**src/rtl/mul32_seq_unit_pkg.sv**
```systemverilog
// ---------------------------------------------------------------------------
// mul_pkg -- shared definitions for the sequential 32x32 multiply unit.
//   XLEN / HALF      : operand width and partial-product operand width
//   MUL_OP_*         : op encoding (MUL, MULH, MULHSU, MULHU)
//   state_e          : multiply FSM states
// ---------------------------------------------------------------------------
package mul_pkg;

    localparam int unsigned XLEN = 32;
    localparam int unsigned HALF = XLEN / 2;

    localparam logic [1:0] MUL_OP_MUL    = 2'd0;
    localparam logic [1:0] MUL_OP_MULH   = 2'd1;
    localparam logic [1:0] MUL_OP_MULHSU = 2'd2;
    localparam logic [1:0] MUL_OP_MULHU  = 2'd3;

    typedef enum logic [2:0] {
        ST_IDLE = 3'd0,
        ST_PP0  = 3'd1,
        ST_PP1  = 3'd2,
        ST_PP2  = 3'd3,
        ST_PP3  = 3'd4,
        ST_FIX  = 3'd5
    } state_e;

endpackage

```
**src/rtl/mul32_seq_unit_if.sv**
```systemverilog
// ---------------------------------------------------------------------------
// mul32_seq_unit_if -- execute-stage <-> multiply unit handshake bundle.
//   start  : request, sampled only while the unit is idle
//   op     : MUL / MULH / MULHSU / MULHU
//   rs1    : multiplicand a
//   rs2    : multiplier b
//   flush  : abort any in-flight operation
//   busy   : operation in progress
//   done   : one-cycle pulse, result valid
//   result : selected product word, held until the next done
// Modports: master = execute stage, slave = multiply unit.
// ---------------------------------------------------------------------------
interface mul32_seq_unit_if;
    import mul_pkg::*;

    logic            start;
    logic [1:0]      op;
    logic [XLEN-1:0] rs1;
    logic [XLEN-1:0] rs2;
    logic            flush;
    logic            busy;
    logic            done;
    logic [XLEN-1:0] result;

    modport master (
        output start, op, rs1, rs2, flush,
        input  busy, done, result
    );

    modport slave (
        input  start, op, rs1, rs2, flush,
        output busy, done, result
    );

endinterface

```
**src/rtl/mul32_seq_unit_mult16.sv**
```systemverilog
// ---------------------------------------------------------------------------
// Multiplier16x16 -- combinational unsigned 16x16 -> 32 multiplier.
//   a_i : 16-bit operand
//   b_i : 16-bit operand
//   p_o : 32-bit product
// Built from four 8x8 sub-products (Vedic vertical/crosswise split).
// ---------------------------------------------------------------------------
module Multiplier16x16
    import mul_pkg::*;
(
    input  logic [HALF-1:0]   a_i,
    input  logic [HALF-1:0]   b_i,
    output logic [2*HALF-1:0] p_o
);

    logic [15:0] ll;
    logic [15:0] lh;
    logic [15:0] hl;
    logic [15:0] hh;

    always_comb begin
        ll  = {8'h00, a_i[7:0]}  * {8'h00, b_i[7:0]};
        lh  = {8'h00, a_i[7:0]}  * {8'h00, b_i[15:8]};
        hl  = {8'h00, a_i[15:8]} * {8'h00, b_i[7:0]};
        hh  = {8'h00, a_i[15:8]} * {8'h00, b_i[15:8]};
        p_o = {16'h0000, ll}
            + {8'h00, lh, 8'h00}
            + {8'h00, hl, 8'h00}
            + {hh, 16'h0000};
    end

endmodule

```
**src/rtl/mul32_seq_unit.sv**
```systemverilog
// ---------------------------------------------------------------------------
// mul32_seq_unit -- sequential 32x32 multiply for RV32 M-extension.
// Feeds four 16x16 partial products through one Multiplier16x16 over
// PP0..PP3, accumulates into a 64-bit magnitude, applies the sign in FIX
// and returns the low (MUL) or high (MULH/MULHSU/MULHU) word.
//   clk   : rising-edge clock
//   rst_n : asynchronous active-low reset
//   bus   : mul32_seq_unit_if.slave (start/op/rs1/rs2/flush in,
//           busy/done/result out)
// Optional feature: MUL_ZERO_BYPASS_EN -- a zero operand at acceptance
// skips PP0..PP3 and goes straight to FIX with a zero accumulator.
// ---------------------------------------------------------------------------
module mul32_seq_unit
    import mul_pkg::*;
(
    input  logic             clk,
    input  logic             rst_n,
    mul32_seq_unit_if.slave  bus
);

    state_e            state_q, state_d;
    logic [XLEN-1:0]   a_q, a_d;
    logic [XLEN-1:0]   b_q, b_d;
    logic              neg_q, neg_d;
    logic [1:0]        op_q, op_d;
    logic [2*XLEN-1:0] acc_q, acc_d;
    logic [XLEN-1:0]   result_q, result_d;
    logic              done_q, done_d;

    logic              a_sgn, b_sgn;
    logic [XLEN-1:0]   a_mag, b_mag;
    logic [HALF-1:0]   pp_a, pp_b;
    logic [XLEN-1:0]   pp;
    logic [2*XLEN-1:0] fix_p;

    // Operand signedness: a signed for MULH/MULHSU, b signed for MULH only.
    // 0x80000000 negates to itself, which is the exact unsigned magnitude.
    always_comb begin
        a_sgn = ((bus.op == MUL_OP_MULH) || (bus.op == MUL_OP_MULHSU)) && bus.rs1[XLEN-1];
        b_sgn = (bus.op == MUL_OP_MULH) && bus.rs2[XLEN-1];
        a_mag = a_sgn ? (~bus.rs1 + XLEN'(1)) : bus.rs1;
        b_mag = b_sgn ? (~bus.rs2 + XLEN'(1)) : bus.rs2;
    end

    // Partial-product operand select follows the current state.
    always_comb begin
        pp_a = '0;
        pp_b = '0;
        unique case (state_q)
            ST_PP0: begin pp_a = a_q[HALF-1:0];    pp_b = b_q[HALF-1:0];    end
            ST_PP1: begin pp_a = a_q[XLEN-1:HALF]; pp_b = b_q[HALF-1:0];    end
            ST_PP2: begin pp_a = a_q[HALF-1:0];    pp_b = b_q[XLEN-1:HALF]; end
            ST_PP3: begin pp_a = a_q[XLEN-1:HALF]; pp_b = b_q[XLEN-1:HALF]; end
            default: ;
        endcase
    end

    Multiplier16x16 u_mult16 (
        .a_i (pp_a),
        .b_i (pp_b),
        .p_o (pp)
    );

    always_comb begin
        fix_p = neg_q ? (~acc_q + (2*XLEN)'(1)) : acc_q;
    end

    always_comb begin
        state_d  = state_q;
        a_d      = a_q;
        b_d      = b_q;
        neg_d    = neg_q;
        op_d     = op_q;
        acc_d    = acc_q;
        result_d = result_q;
        done_d   = 1'b0;

        if (bus.flush) begin
            state_d = ST_IDLE;
            acc_d   = '0;
        end else begin
            unique case (state_q)
                ST_IDLE: begin
                    if (bus.start) begin
                        a_d     = a_mag;
                        b_d     = b_mag;
                        op_d    = bus.op;
                        neg_d   = a_sgn ^ b_sgn;
                        state_d = ST_PP0;
`ifdef MUL_ZERO_BYPASS_EN
                        if ((bus.rs1 == '0) || (bus.rs2 == '0)) begin
                            acc_d   = '0;
                            neg_d   = 1'b0;
                            state_d = ST_FIX;
                        end
`endif
                    end
                end
                ST_PP0: begin
                    acc_d   = {{XLEN{1'b0}}, pp};
                    state_d = ST_PP1;
                end
                ST_PP1: begin
                    acc_d   = acc_q + {{HALF{1'b0}}, pp, {HALF{1'b0}}};
                    state_d = ST_PP2;
                end
                ST_PP2: begin
                    acc_d   = acc_q + {{HALF{1'b0}}, pp, {HALF{1'b0}}};
                    state_d = ST_PP3;
                end
                ST_PP3: begin
                    acc_d   = acc_q + {pp, {XLEN{1'b0}}};
                    state_d = ST_FIX;
                end
                ST_FIX: begin
                    result_d = (op_q == MUL_OP_MUL) ? fix_p[XLEN-1:0] : fix_p[2*XLEN-1:XLEN];
                    done_d   = 1'b1;
                    state_d  = ST_IDLE;
                end
                default: state_d = ST_IDLE;
            endcase
        end
    end

    always_ff @(posedge clk or negedge rst_n) begin
        if (!rst_n) begin
            state_q  <= ST_IDLE;
            a_q      <= '0;
            b_q      <= '0;
            neg_q    <= 1'b0;
            op_q     <= MUL_OP_MUL;
            acc_q    <= '0;
            result_q <= '0;
            done_q   <= 1'b0;
        end else begin
            state_q  <= state_d;
            a_q      <= a_d;
            b_q      <= b_d;
            neg_q    <= neg_d;
            op_q     <= op_d;
            acc_q    <= acc_d;
            result_q <= result_d;
            done_q   <= done_d;
        end
    end

    assign bus.busy   = (state_q != ST_IDLE);
    assign bus.done   = done_q;
    assign bus.result = result_q;

endmodule

```
**src/flat_wrapper.sv**
```systemverilog
// flat-port wrapper written by rule: the top's interface ports become plain ports
module mul32_seq_unit_flat import mul_pkg::*;
  (clk, rst_n, bus_start, bus_op, bus_rs1, bus_rs2, bus_flush, bus_busy, bus_done, bus_result);
  mul32_seq_unit_if bus_i ();
  input  logic clk;
  input  logic rst_n;
  input wire logic [$bits(bus_i.start)-1:0] bus_start;
  input wire logic [$bits(bus_i.op)-1:0] bus_op;
  input wire logic [$bits(bus_i.rs1)-1:0] bus_rs1;
  input wire logic [$bits(bus_i.rs2)-1:0] bus_rs2;
  input wire logic [$bits(bus_i.flush)-1:0] bus_flush;
  output wire logic [$bits(bus_i.busy)-1:0] bus_busy;
  output wire logic [$bits(bus_i.done)-1:0] bus_done;
  output wire logic [$bits(bus_i.result)-1:0] bus_result;
  assign bus_i.start = bus_start;
  assign bus_i.op = bus_op;
  assign bus_i.rs1 = bus_rs1;
  assign bus_i.rs2 = bus_rs2;
  assign bus_i.flush = bus_flush;
  assign bus_busy = bus_i.busy;
  assign bus_done = bus_i.done;
  assign bus_result = bus_i.result;
  mul32_seq_unit u_core (.clk(clk), .rst_n(rst_n), .bus(bus_i));
endmodule
```
**config.mk**
```make
export PLATFORM = sky130hd
export DESIGN_NAME = mul32_seq_unit_flat
export DESIGN_NICKNAME = d
export VERILOG_FILES = /design/src/rtl/mul32_seq_unit_pkg.sv /design/src/rtl/mul32_seq_unit_if.sv /design/src/rtl/mul32_seq_unit_mult16.sv /design/src/rtl/mul32_seq_unit.sv /design/src/flat_wrapper.sv
export SDC_FILE = /design/constraint.sdc
export NUM_CORES = 1
export LEC_CHECK = 0
export BUFFER_PORTS_ARGS = -buffer_cell sky130_fd_sc_hd__clkbuf_2
export CAP_MARGIN = 10
export CORE_MARGIN = 2
export CORE_UTILIZATION = 34
export CTS_CLUSTER_SIZE = 10
export DETAILED_ROUTE_END_ITERATION = 12
export GPL_TIMING_DRIVEN = 0
export PLACE_DENSITY = 0.57
export SLEW_MARGIN = 20
export SYNTH_ARGS = -nofsm -noshare
export SYNTH_HDL_FRONTEND = slang
export SYNTH_SLANG_ARGS = --single-unit
```
**constraint.sdc**
```tcl
create_clock -name clk -period 31.2 [get_ports clk]
set_clock_uncertainty 0.2 [all_clocks]
set_input_delay 6.24 -clock clk [delete_from_list [all_inputs] [get_ports clk]]
set_output_delay 6.24 -clock clk [all_outputs]
set_load 0.02 [all_outputs]
```
; Yosys cells after proc, flatten, opt, wreduce, memory -nomap -nowiden
; Cells that the tools add are included.
[totals]
reg_bits = 167
input_bits = 70
output_inout_bits = 34
wordCells = 60
[op_classes]
n_addsub = 8
multipliers = 4
eq_ne = 8
mux = 13
bitwise = 5
reduce_logical = 14
[ops]
columns = op, count
row1 = $pmux 64 s3, 1
row2 = $mux 64, 2
row3 = $mux 32, 3
row4 = $add 32x1->32 const B, 2
row5 = $add 64x1->64 const B, 1
row6 = $add 64x48->64, 1
row7 = $add 64x64->64, 1
row8 = $mul 8x8->16, 4
row9 = $not 32->32, 2
row10 = $not 64->64, 1
row11 = $pmux 16 s2, 2
row12 = $add 26x32->32, 1
row13 = $add 25x24->26, 1
row14 = $add 16x24->25, 1
row15 = $pmux 3 s5, 1
row16 = $reduce_or 2->1, 5
row17 = $eq 3x2->1 const B, 2
row18 = $eq 3x3->1 const B, 2
row19 = $mux 3, 2
row20 = $reduce_bool 4->1, 1
row21 = $eq 3x1->1 const B, 1
row22 = $logic_not 3->1, 1
row23 = $ne 3x3->1 const B, 1
row24 = $reduce_and 3->1, 1
row25 = 10 further kinds, 12

; Logic depth before layout (Yosys ltp)
[depth]
word_depth = 10
mapped_depth = 51
ltp_nobuf = 47

; Cells and area by module
; From an unflattened synthesis, not the netlist that was laid out.
[hier_totals]
hier_cells = 2857
area_unflattened_um2 = 23600.1
[modules_own_cells]
columns = mod, n_inst, cells_per_inst, area_each_um2, seq_area_each_um2
row1 = mul32_seq_unit, 1, 1653, 13326.5, 4179.0
row2 = Multiplier16x16, 1, 1204, 10273.6, 0.0

; Worst setup path after synthesis
; No wires, ideal clock.
[synth_path]
kind = flip-flop to flip-flop
from = register u_core.state_q[0]
to = register u_core.acc_q[61]
setup_time_ps = 136
t_arrival_ps = 10272
required_time_ps = 30864
path_slack_ps = 20592
stages_incl_launch_ff = 48
path_buffers = 3
synth_period_minus_slack_ps = 10608
path_cell_list = dfrtp_1 > clkbuf_1 > clkbuf_1 > mux2_2 > a22oi_1 > nor2_1 > a21oi_1 > clkbuf_1 > nor2_1 > fa_1 > inv_1 > fa_1 > fa_1 > fa_1 > inv_1 > ha_1 > inv_1 > nor2_1 > (+12 left out) > inv_1 > ha_1 > a21o_1 > a2111oi_0 > a21oi_1 > a21oi_1 > nor2_1 > xnor2_1 > ha_1 > a21oi_1 > o21bai_1 > a21o_1 > or3_1 > o22ai_1 > nor3_1 > xor2_1 > a221oi_1 > o21ai_0
[synth_between]
elab_chain_cells = 10
elab_cells_between_ends = 23
cone_classes = add/sub: 5 / mul: 4 / eq/ne: 4 / mux: 4 / reduce/logical: 6
[synth_lines]
columns = item, line
row1 = "start, declared", mul32_seq_unit.sv:21  ; state_e state_q, state_d;
row2 = "start signal, assigned", mul32_seq_unit.sv:136  ; state_q <= state_d;
row3 = "$eq 3x2->1, or another cell as far along", "mul32_seq_unit.sv:49, mul32_seq_unit.sv:82"
row4 = $reduce_or 2->1 (no line), --
row5 = $pmux 16 s2, mul32_seq_unit.sv:49  ; unique case (state_q)
row6 = "$mul 8x8->16, on equally long branches", "mul32_seq_unit_mult16.sv:22, mul32_seq_unit_mult16.sv:23"
row7 = $add 16x24->25, mul32_seq_unit_mult16.sv:27  ; + {8'h00, lh, 8'h00}
row8 = $add 25x24->26, mul32_seq_unit_mult16.sv:28  ; + {8'h00, hl, 8'h00}
row9 = $add 26x32->32, mul32_seq_unit_mult16.sv:29  ; + {hh, 16'h0000};
row10 = $add 64x64->64 / $add 64x48->64 (equally long branches), "mul32_seq_unit.sv:112, mul32_seq_unit.sv:104, mul32_seq_unit.sv:108"
row11 = $pmux 64 s3, mul32_seq_unit.sv:82  ; unique case (state_q)
row12 = $mux 64, mul32_seq_unit.sv:78  ; if (bus.flush) begin
row13 = "end signal, assigned", mul32_seq_unit.sv:132  ; acc_q <= '0;
row14 = "end signal, assigned", mul32_seq_unit.sv:141  ; acc_q <= acc_d;
row15 = "end, declared", mul32_seq_unit.sv:26  ; logic [2*XLEN-1:0] acc_q, acc_d;
; Several ways; a longest one is shown, not always the timed one.
; A chain may end at the register's enable or synchronous reset.

; Final worst setup path
[layout_path]
from = register u_core.state_q[0]
to = register u_core.acc_q[57]
; The elaborated chain is that of the path after synthesis.

==> flow_metrics.tcl <==
set metrics [dict create \
    status "completed" \
    synth.yosys.seq_area_share_pct 17.8 \
    totalWireLength_microns 79000 \
    drtAntennaViolNets 0 \
    cp_data_required_time_ns 31.32 \
    multi_input_area_sq_um 17700 \
    power_uw 1300 \
    ys_seq_elements 167 \
    post-cts-setup-buffer-count 0 \
    whs_ns 0.267 \
    rsz0062_at_grt "false" \
    hold_depth 2 \
    slew_headroom_pct 17.3 \
    grt_max_degree 86 \
    vias_per_cell 5.42 \
    grt_first_pass_wirelength_microns 124000 \
    fin_crit_sh_pct 43.7 \
    synth_edf_count 0 \
    cts_resized 0 \
    rows 96 \
    place.gp.congestion 0.982 \
    clockBufferDepth 2 \
    syn_nets 3437 \
    synth_ff_type "dfrtp_1" \
    clk_latency_ns 0.48 \
    final_max_slew_viol_count 0 \
    wl_met1_microns 35000 \
    netlist_instances 2944 \
    yosys.area.top_type_share_pct 17.8 \
    fmax_mhz 73.3 \
    min_period_ns 13.64 \
    setup_viol 0 \
    root_buffer "clkbuf_16" \
    clkSinkCount 167 \
    synth_most_common_cell "nand2_1" \
    arrival_ns 13.76 \
    drtIter0Drc 1544 \
    worst_slack_ns 17.56 \
    die-area_sq_um 71100 \
    met2_wirelength_microns 36300 \
    syn_to_final_growth_pct 9.75 \
    io_buffers 102 \
    cap_viol_max_count 0 \
    grt_remaining_overflow 0 \
    firstDrtPassIters 7 \
    cp-start-kind "flop" \
    place_ws_ns 17.70 \
    synthesis.area_sq_um 23400 \
    fin_setup_tns_ns 0 \
    die_h_microns 267 \
    path_class "flop to flop" \
    antennaDiodeCount 0 \
    p_leak_uw 0.0123 \
    ios 104 \
    ff_latch_area_sq_um 4180 \
    tightestPinTransition_ns 1.24 \
    p_per_area_nw_per_um2 50.5 \
    dpl.hpwl_microns 65000 \
    top_layer "met4" \
    via_count 21500 \
    drc 0 \
    synth_top_cell_by_area "dfrtp_1" \
    drive_gt1_share_pct 6.75 \
    ir_worst_vdd_v 0.0000324 \
    yosys-top-cells-count "335 x nand2_1, 329 x nor2_1, 292 x inv_1" \
    avgSynthCellArea_sq_um 7.97 \
    crit_path_max_incr_delay_ns 0.86 \
    clk_pin_slew_worst_paths_ns 0.07 \
    hold_violations 0 \
    cts_tree "done" \
    yosys.cell_types.count 78 \
    die_x_microns 267 \
    cts_made_buffers 17 \
    grt_pass1_vias 21300 \
    hold_path_class "flop to flop" \
    synth.area.top_cells "dfrtp_1 18%, fa_1 15%, ha_1 13%" \
    grtUsageTotal_pct 22.5 \
    yosys_warnings 0 \
    crit_path_max_fanout 10 \
    crit_slowest_cell "a21oi_1" \
    rr_worst_depth 47 \
    async_flop_share_pct 100 \
    fill_cells 7221 \
    htree_levels 4 \
    initial_core_util_pct 34.3 \
    nets 3561 \
    endpoint_kind "flop" \
    wl_per_cell_microns 19.9 \
    cpMostUsedCell "a21oi_1" \
    grt_antenna_before_repair 1 \
    holdBufCountCts 0 \
    core_area_sq_um 68500 \
    wl_met3_microns 4940 \
]
[flip-flops by register name, indices dropped and copies added (netlist names)]
name	count
u_core.acc_q	64
u_core.a_q	32
u_core.b_q	32
u_core.bus.result	32
u_core.state_q	3
u_core.op_q	2
u_core.bus.done	1
u_core.neg_q	1
[logic make-up (layout without fill, tap and decap cells)]
logic type | count (synthesis) | after routing | synth area share (%)
and+or+nand+nor | 962 | 962 | 18.5
AOI/OAI and AO/OA | 737 | 737 | 19.8
adders and majority gates | 423 | 423 | 28.0
buffers and inverters | 419 | 556 | 6.72
xor gates and xnor gates | 210 | 210 | 7.84
DFF | 167 | 167 | 17.8
muxes | 26 | 26 | 1.26
[metrics by stage]
stage | utilization [%] | instances | area (sq um)
after CTS | 37.6 | 3963 | 25700
after global placement | 36.6 | 3928 | 25100
after global routing | 37.6 | 3963 | 25700
final | 37.6 | 3963 | 25700
after floorplan | - | 2944 | 23500
after detailed placement | 36.7 | 3931 | 25100
[power breakdown]
group	internal [uW]	switching, uW
clock	121	103
sequential	252	38.8
combinational	265	521
[area by class of cell]
class | instances | area share, %
plain buffers | 127 | 1.86
flip-flops and latches | 167 | 16.2
well taps | 882 | 4.29
clock inverters | 13 | 0.569
multi-input cells | 2358 | 68.8
repair buffers | 105 | 2.26
clock buffers | 19 | 1.72
inverters | 292 | 4.26
[critical path: cells and delay by family (launching register included)]
| kind | cells | cell delay, ns |
|---|---|---|
| AO/OA/AOI/OAI | 15 | 4.15 |
| adder cells (fa/ha/maj) | 10 | 3.95 |
| buffers and inverters | 9 | 2.02 |
| AND/OR/NAND/NOR | 9 | 1.71 |
| XOR/XNOR | 3 | 0.68 |
| multiplexers | 1 | 0.41 |
| flip-flops | 1 | 0.33 |
[metal layers]
| metal | global-route usage, % | vias to the layer above |
|---|---|---|
| li1 | - | 10300 |
| met1 | 29.7 | 10400 |
| met2 | 36.9 | 653 |
| met3 | 3.75 | 116 |
| met4 | 8.17 | 0 |
| met5 | 0 | - |
[placed cells by master, fill, tap and decap left out, types with 18 or more instances in the layout]
master    Yosys  layout
nor2_1      329     329
inv_1       292     292
nand2b_1     42      42
fa_1        170     170
xor2_1       77      77
or2_2        35      35
clkbuf_1    119     120
ha_1        253     253
a22oi_1      39      39
mux2_2       18      18
a21o_1       41      41
o21a_1       24      24
o31ai_1      27      27
nor3_1       59      59
a211oi_1     22      22
a21oi_1     171     170
clkbuf_2      0     101
xnor2_1     133     132
nand3_1      34      34
a22o_1       34      34
dfrtp_1     167     167
nor2b_1      20      20
a31oi_1      18      18
o21ai_0     240     240
o21bai_1     26      26
nand2_1     335     335
[final timing paths]
path                                 startpoint               endpoint  slack (ns)
max                           u_core.state_q[0]       u_core.acc_q[57]       17.56
min                        u_core.bus.result[6]   u_core.bus.result[6]        0.27
max reg2reg                   u_core.state_q[0]       u_core.acc_q[57]       17.56
min reg2reg                u_core.bus.result[6]   u_core.bus.result[6]        0.27
max in group asynchronous                 rst_n          u_core.a_q[6]       24.28
min in group asynchronous                 rst_n  u_core.bus.result[31]        5.45
Note: power is estimated with default switching activity, not from simulation.
